**config.mk**
```make
export PLATFORM = sky130hd
export DESIGN_NAME = serial_bus_master_tx
export DESIGN_NICKNAME = d
export VERILOG_FILES = /design/src/rtl/serial_bus_master_tx.sv
export SDC_FILE = /design/constraint.sdc
export NUM_CORES = 1
export LEC_CHECK = 0
export ABC_AREA = 1
export CORE_ASPECT_RATIO = 0.75
export CORE_UTILIZATION = 25
export DETAILED_ROUTE_END_ITERATION = 16
export HOLD_SLACK_MARGIN = 0.15
export PLACE_DENSITY = 0.52
export REMOVE_ABC_BUFFERS = 1
export SYNTH_ARGS = -nofsm -noshare
export SYNTH_HDL_FRONTEND = slang
export SYNTH_SLANG_ARGS = --single-unit
```
**constraint.sdc**
```tcl
create_clock -name clk -period 1.6 [get_ports clk]
set_input_delay 0.16 -clock clk [delete_from_list [all_inputs] [get_ports clk]]
set_output_delay 0.16 -clock clk [all_outputs]
set_load 0.01 [all_outputs]
```
**src/rtl/serial_bus_master_tx.sv**
```systemverilog
// Master-side serializer for the decoder bus: address phase, turnaround gap, data phase, release gap.
// Build option SER_TX_ADDR_CHECK_EN pre-decodes the address and rejects unmapped targets with err.
module serial_bus_master_tx #(
    parameter int ADDR_W     = 16,
    parameter int DATA_W     = 8,
    parameter int GAP_CYCLES = 1
) (
    input  logic              clk,
    input  logic              rst_n,
    input  logic              req_valid,
    output logic              req_ready,
    input  logic [ADDR_W-1:0] req_addr,
    input  logic [DATA_W-1:0] req_data,
    input  logic              tx_en,
    output logic              bus_data_out,
    output logic              bus_data_out_valid,
    output logic              bus_mode,
    output logic              busy,
    output logic              done,
    output logic              err
);

    // state | meaning
    // IDLE  | no transaction; the next emission is nothing
    // ADDR  | next enabled edge emits the next address bit (mode 0)
    // GAP_A | next enabled edge emits a turnaround gap cycle (mode 1, valid 0)
    // DATA  | next enabled edge emits the next data bit (mode 1)
    // GAP_D | next enabled edge emits a release gap cycle (mode 0); first one carries done

    localparam int MAX_W = (ADDR_W > DATA_W) ? ADDR_W : DATA_W;
    localparam int BIT_W = $clog2(MAX_W + 1);

    typedef enum logic [2:0] {
        IDLE  = 3'd0,
        ADDR  = 3'd1,
        GAP_A = 3'd2,
        DATA  = 3'd3,
        GAP_D = 3'd4
    } state_t;

    state_t            state, state_d, cur;
    logic [ADDR_W-1:0] addr_sr, addr_sr_d, a_src;
    logic [DATA_W-1:0] data_sr, data_sr_d, d_src;
    logic [BIT_W-1:0]  bit_cnt, bit_cnt_d;
    logic [3:0]        gap_cnt, gap_cnt_d;
    logic              out_d, valid_d, mode_d, done_d, ready_d, busy_d;
    logic              accept, reject, addr_hit;

`ifdef SER_TX_ADDR_CHECK_EN
    always_comb begin
        addr_hit = (req_addr[15:11] == 5'b00000) ||
                   (req_addr[15:14] == 2'b01)    ||
                   (req_addr[15:12] == 4'b1000);
    end
`else
    assign addr_hit = 1'b1;
`endif

    // The accept edge already performs the first emission, so the
    // shift sources come straight from the request ports on that edge.
    always_comb begin
        accept    = (state == IDLE) && req_valid && req_ready;
        reject    = accept && !addr_hit;
        cur       = (accept && addr_hit) ? ADDR : state;
        a_src     = accept ? req_addr : addr_sr;
        d_src     = accept ? req_data : data_sr;

        state_d   = cur;
        addr_sr_d = a_src;
        data_sr_d = d_src;
        bit_cnt_d = accept ? '0 : bit_cnt;
        gap_cnt_d = accept ? '0 : gap_cnt;
        out_d     = bus_data_out;
        valid_d   = 1'b0;
        mode_d    = bus_mode;
        done_d    = reject;

        if (cur == IDLE) begin
            out_d  = 1'b0;
            mode_d = 1'b0;
        end else if (tx_en) begin
            case (cur)
                ADDR: begin
                    out_d     = a_src[0];
                    valid_d   = 1'b1;
                    mode_d    = 1'b0;
                    addr_sr_d = a_src >> 1;
                    if (bit_cnt_d == BIT_W'(ADDR_W - 1)) begin
                        bit_cnt_d = '0;
                        state_d   = GAP_A;
                    end else begin
                        bit_cnt_d = bit_cnt_d + BIT_W'(1);
                    end
                end
                GAP_A: begin
                    out_d  = 1'b0;
                    mode_d = 1'b1;
                    if (gap_cnt == 4'(GAP_CYCLES - 1)) begin
                        gap_cnt_d = '0;
                        state_d   = DATA;
                    end else begin
                        gap_cnt_d = gap_cnt + 4'd1;
                    end
                end
                DATA: begin
                    out_d     = d_src[0];
                    valid_d   = 1'b1;
                    mode_d    = 1'b1;
                    data_sr_d = d_src >> 1;
                    if (bit_cnt == BIT_W'(DATA_W - 1)) begin
                        bit_cnt_d = '0;
                        state_d   = GAP_D;
                    end else begin
                        bit_cnt_d = bit_cnt + BIT_W'(1);
                    end
                end
                GAP_D: begin
                    out_d  = 1'b0;
                    mode_d = 1'b0;
                    done_d = (gap_cnt == 4'd0);
                    if (gap_cnt == 4'(GAP_CYCLES - 1)) begin
                        gap_cnt_d = '0;
                        state_d   = IDLE;
                    end else begin
                        gap_cnt_d = gap_cnt + 4'd1;
                    end
                end
                default: begin
                    state_d = IDLE;
                end
            endcase
        end

        // Ready follows the registered state, so it rises one cycle after the last gap.
        ready_d = (state == IDLE) && !accept;
        busy_d  = (state != IDLE) || (state_d != IDLE);
    end

    always_ff @(posedge clk or negedge rst_n) begin
        if (!rst_n) begin
            state              <= IDLE;
            addr_sr            <= '0;
            data_sr            <= '0;
            bit_cnt            <= '0;
            gap_cnt            <= '0;
            bus_data_out       <= 1'b0;
            bus_data_out_valid <= 1'b0;
            bus_mode           <= 1'b0;
            busy               <= 1'b0;
            done               <= 1'b0;
            req_ready          <= 1'b0;
        end else begin
            state              <= state_d;
            addr_sr            <= addr_sr_d;
            data_sr            <= data_sr_d;
            bit_cnt            <= bit_cnt_d;
            gap_cnt            <= gap_cnt_d;
            bus_data_out       <= out_d;
            bus_data_out_valid <= valid_d;
            bus_mode           <= mode_d;
            busy               <= busy_d;
            done               <= done_d;
            req_ready          <= ready_d;
        end
    end

`ifdef SER_TX_ADDR_CHECK_EN
    always_ff @(posedge clk or negedge rst_n) begin
        if (!rst_n) begin
            err <= 1'b0;
        end else begin
            err <= reject;
        end
    end
`else
    assign err = 1'b0;
`endif

endmodule

```
After elaboration in Yosys (flattened, before gate mapping)
Index checks and enable logic that the tools add are counted.

cells by class
  add/sub/neg operators = 3
  equal/unequal tests = 6
  muxes and demuxes = 39
  reduce and logical (&&, ||, !) cells = 19

operators with widths
  cell                                                              number
  16-bit two-way mux                                                4
  8-bit two-way mux                                                 4
  5-bit two-way mux                                                 5
  3-bit two-way mux                                                 7
  4-bit two-way mux                                                 5
  3-bit case mux with 4 select lines                                1
  5-bit by 1-bit adder with 5-bit output (second input constant)    2
  1-bit two-way mux                                                 10
  5-bit case mux with 2 select lines                                1
  3-bit nonzero test                                                3
  2-bit OR reduction                                                4
  3-bit by 2-bit == test with 1-bit output (second input constant)  2
  3-bit zero test                                                   2
  5-bit by 3-bit == test with 1-bit output (second input constant)  1
  5-bit by 4-bit == test with 1-bit output (second input constant)  1
  4-bit by 1-bit adder with 4-bit output (second input constant)    1
  4-bit zero test                                                   1
  2-bit AND reduction                                               2
  4-bit nonzero test                                                1
  3-bit by 1-bit == test with 1-bit output (second input constant)  1
  3-bit == test (second input constant)                             1
  1-bit logical AND                                                 3
  1-bit case mux with 3 select lines                                1
  1-bit case mux with 2 select lines                                1
  other kinds (3)                                                   3

word-level totals
  flip-flop bits (word level) = 42
  input bits = 28
  output and inout port bits = 7
  logic and storage cells = 78

Depth between registers and ports, before layout
  depth after elaboration = 11
  depth in mapped cells = 14
  gate-level depth less buffers = 13

Worst setup path after synthesis
Ideal clock, no wire load.

  path kind = reg2reg
  start = reg req_ready
  end = reg bit_cnt[0]
  setup time = 116 ps
  data arrival time = 1,698 ps
  slack = -214 ps
  stages on the path, launching flop included = 15
  path buffers = 1
  clock period less this slack = 1,814 ps
  cells stage by stage = dfrtp_1 nand2_1 inv_1 nand3_2 buf_4 nand2_1 inv_1 ha_1 nand3_1 nor2_1 nand2_1 nand2_1 o21ai_0 nand2_1 nand2_1

on the way
  cells in the longest elaborated chain, start to end = 7
  elaborated cells between the ends (all ways) = 12

RTL lines
  element                                                                                             RTL line  RTL
  start: declaration                                                                                  11        output logic req_ready,
  start signal: assignment                                                                            163       req_ready <= ready_d;
  1-bit logical AND (*)                                                                               62        accept = (state == IDLE) && req_valid && req_ready;
  5-bit two-way mux                                                                                   71        bit_cnt_d = accept ? '0 : bit_cnt;
  5-bit by 1-bit adder with 5-bit output or 5-bit by 4-bit == test with 1-bit output (tied branches)  92, 88
  5-bit two-way mux                                                                                   88        if (bit_cnt_d == BIT_W'(ADDR_W - 1)) begin
  5-bit case mux with 2 select lines                                                                  82        case (cur)
  5-bit two-way mux                                                                                   81        end else if (tx_en) begin
  5-bit two-way mux (*)                                                                               78        if (cur == IDLE) begin
  net bit_cnt_d[0]                                                                                    44        logic [BIT_W-1:0] bit_cnt, bit_cnt_d;
  end signal: assignment                                                                              156       bit_cnt <= bit_cnt_d;
  end: declaration                                                                                    44

Mark *: on every way through the listed nets, which the timed path passes. The rest lies on a longest branch.
A chain may end at the register's enable or synchronous reset.

Worst setup path in the final report
  start = reg state[2]
  end = reg addr_sr[1]

on the way
  cells in the longest elaborated chain, start to end = 8
  elaborated cells between the ends (all ways) = 10

RTL lines
  element                                   RTL line  RTL
  start: declaration                        41        state_t state, state_d, cur;
  start signal: assignment                  153       state <= state_d;
  3-bit zero test                           62
  1-bit logical AND (2 in a row)            62
  3-bit two-way mux                         64        cur = (accept && addr_hit) ? ADDR : state;
  3-bit by 1-bit == test with 1-bit output  82
  16-bit two-way mux                        82
  16-bit two-way mux                        81
  16-bit two-way mux (*)                    78
  net addr_sr_d[1]                          42        logic [ADDR_W-1:0] addr_sr, addr_sr_d, a_src;
  end signal: assignment                    154       addr_sr <= addr_sr_d;
  end: declaration                          42

Marks and branches as above.

==> qor.yml <==
yosysSeqAreaShare_pct: 47.8
grt_max_degree: 27
crit_arrival_ns: 1.70
drtPass1Iterations: 4
postSynthCellCount: 228
dp.cells: 387
num_vias: 1750
crit_family: "flip-flops"
antenna_found_initial: 0
place_ws_ns: -0.272
synth_area_per_cell_um2: 9.65
synth_area_um2: 2200
final.setup_skew_ns: 0.00383
dp_hpwl_um: 3630
wl_um: 4810
drv_slew: 0
start_util_pct: 25.9
placement.io_buffers: 33
cp_slowest_cell: "dfrtp_2"
rows: 29
ir_worst_vdd_mv: 0.594
finish.cell_count_without_fillers: 398
required_ns: 1.76
area_growth_pct: 39.5
whs_ns: 0.365
grt_pass1_vias: 1701
hp-class: "in -> async"
die_h_um: 83.2
yosysWarnings: 0
synth_seq_cells: 42
fin_nets: 321
via_per_inst: 4.40
rsz0062_at_grt: "true"
ioPinCount: 35
worstSetupPathType: "reg -> reg"
tns_ns: 0
netlist.area_leader.share_pct: 47.8
yosysMostFrequentCell: "nand2_1"
startpoint_type: "register"
cap_viol_max_count: 0
total_leakage_power_nw: 1.60
status: "completed"
setup_slack_ns: 0.0602
dieArea_um2: 9180
layout-drive-gt1-share_pct: 20.3
ys.flop_type: "dfrtp_1"
cts_inserted_buffers: 5
yosys.area.top_type: "dfrtp_1"
ant_nets: 0
clock-sinks: 42
synth_edf_count: 0
finalHoldViolCount: 0
die_w_um: 110
timing.fmax_ghz: 0.649
path_buf_inv: 3
yosys.cell_types.count: 28
setup_viol: 0
critPathMaxFanout: 15
antennaDiodeCount: 0
clock_latency_ns: 0.28
place_congestion: 0.797
power_per_cell_area_nw_per_um2: 1670
drt_iter0_drc: 43
post-route-period-util_pct: 96.2
fin_crit_ns: 1.54
async_flop_share_pct: 100
yosys-top-cells-count: "nand2_1 (45), dfrtp_1 (42), mux2i_1 (41)"
grt_pass1_wl_um: 7980
cpMostUsedCell: "buf_4"
path_cells: "nor2_4 > buf_4 > inv_1 > a21oi_4 > nand2_4 > buf_4 > nand2_1 > o21ai_0"
post_drt_wl_per_cell_um: 12.1
grt_remaining_overflow: 0
htree_levels: 2
placeableCoreArea_um2: 8490
clock_path_buffers: 2
cts-root-buf: "clkbuf_16"
cts_tree: "done"
cts.reportedPaths.clkPinSlew_ns: 0.06
drc_errors: 0
max_stage_delay_ns: 0.43
synth_area_leaders: "dfrtp_1 (48%), mux2i_1 (19%), nand2_1 (7.7%), inv_1 (3.9%), o21ai_0 (3.6%)"
endpoint_kind: "register"
grt_usage_pct: 11.4
fillCellCount: 887
==> worst register-to-register path, stage by stage, from the launching register on <==
cell and delay (ns):
dfrtp_2 0.43, nor2_4 0.12, buf_4 0.12, inv_1 0.09
a21oi_4 0.17, nand2_4 0.09, buf_4 0.22, nand2_1 0.09
o21ai_0 0.07
==> power by group <==
group	total, mW	internal (mW)	switching (mW)	leakage (nW)
Combinational	2.35	1.10	1.25	0.990
Clock	1.11	0.706	0.404	0.0832
Sequential	1.68	1.51	0.171	0.527
==> state kept, by name (all words and copies together), names as in the netlist <==
signal	cells
addr_sr	16
data_sr	8
bit_cnt	5
gap_cnt	4
state	3
bus_data_out	1
bus_data_out_valid	1
bus_mode	1
busy	1
done	1
req_ready	1
==> repair_timing <==
action	in CTS	in global routing
setup endpoints to repair	10	22
buffers inserted	1	1
pin swaps	4	1
resized for setup	10	10
hold buffers	1	0
endpoints found under the hold margin	16	0
==> path summary, 6_finish.rpt <==
kind                          start            endpoint  slack (ns)  depth (start not counted)
min reg2reg                bus_mode            bus_mode        0.47                          2
max reg2reg                state[2]          addr_sr[1]        0.06                          8
max in group asynchronous     rst_n          data_sr[2]        0.74                          3
min                           rst_n  bus_data_out_valid        0.37                          2
max                        state[2]          addr_sr[1]        0.06                          8
min in group clk           bus_mode            bus_mode        0.47                          2
==> cells by family (layout without fill, tap and decap cells) <==
logic type | count (synthesis) | after routing | share of synthesized area [%]
AND/OR/NAND/NOR | 83 | 83 | 17.5
flip-flops | 42 | 42 | 47.8
multiplexers | 41 | 41 | 18.7
buffers and inverters | 32 | 94 | 6.54
AO/OA/AOI/OAI | 23 | 23 | 6.26
adder cells (fa/ha/maj) | 4 | 4 | 2.28
XOR/XNOR | 2 | 2 | 0.797
other | 1 | 1 | 0.170
==> layout by cell type, fill, tap and decap left out, types with 2 or more instances in the layout <==
master	netlist	routed
nand2_2	2	5
o22ai_1	2	2
nand2_1	45	42
buf_4	4	24
mux2i_2	0	2
nand3_4	0	2
clkbuf_8	0	3
ha_1	4	3
clkdlybuf4s50_1	0	32
mux2i_1	41	39
inv_2	2	5
dfrtp_1	42	41
o21ai_0	16	15
nor2_1	10	9
nor2_4	0	2
o211ai_1	2	2
inv_1	23	20
nand2_4	2	2
nand3_1	14	13
nor3_1	5	4
clkbuf_16	0	5
==> metrics by stage <==
step	area (um2)	power, mW	util (%)
2_1_floorplan	2150	3.08	-
3_3_place_gp	2810	3.91	33.1
3_5_place_dp	2810	3.93	33.1
4_1_cts	3020	5.12	35.6
5_1_grt	3070	5.52	36.1
6_report	3070	5.13	36.1
==> layer usage <==
metal  GRT usage [%]  routed length, um  vias up
met2            15.9               2090       34
met5               0                  0        -
li1                -                  -      880
met1            16.9               2460      829
met3            2.83                213        7
met4            3.59                 54        0
==> cell type report <==
| type | instances | area, um2 | share of cell area [%] |
|---|---|---|---|
| Multi-Input combinational cell | 154 | 1070 | 34.9 |
| Sequential cell | 42 | 1050 | 34.3 |
| Timing Repair Buffer | 60 | 547 | 17.8 |
| Clock buffer | 8 | 166 | 5.42 |
| Tap cell | 108 | 135 | 4.40 |
| Inverter | 26 | 97.6 | 3.18 |
No activity file was read; power rests on OpenSTA's default activity.
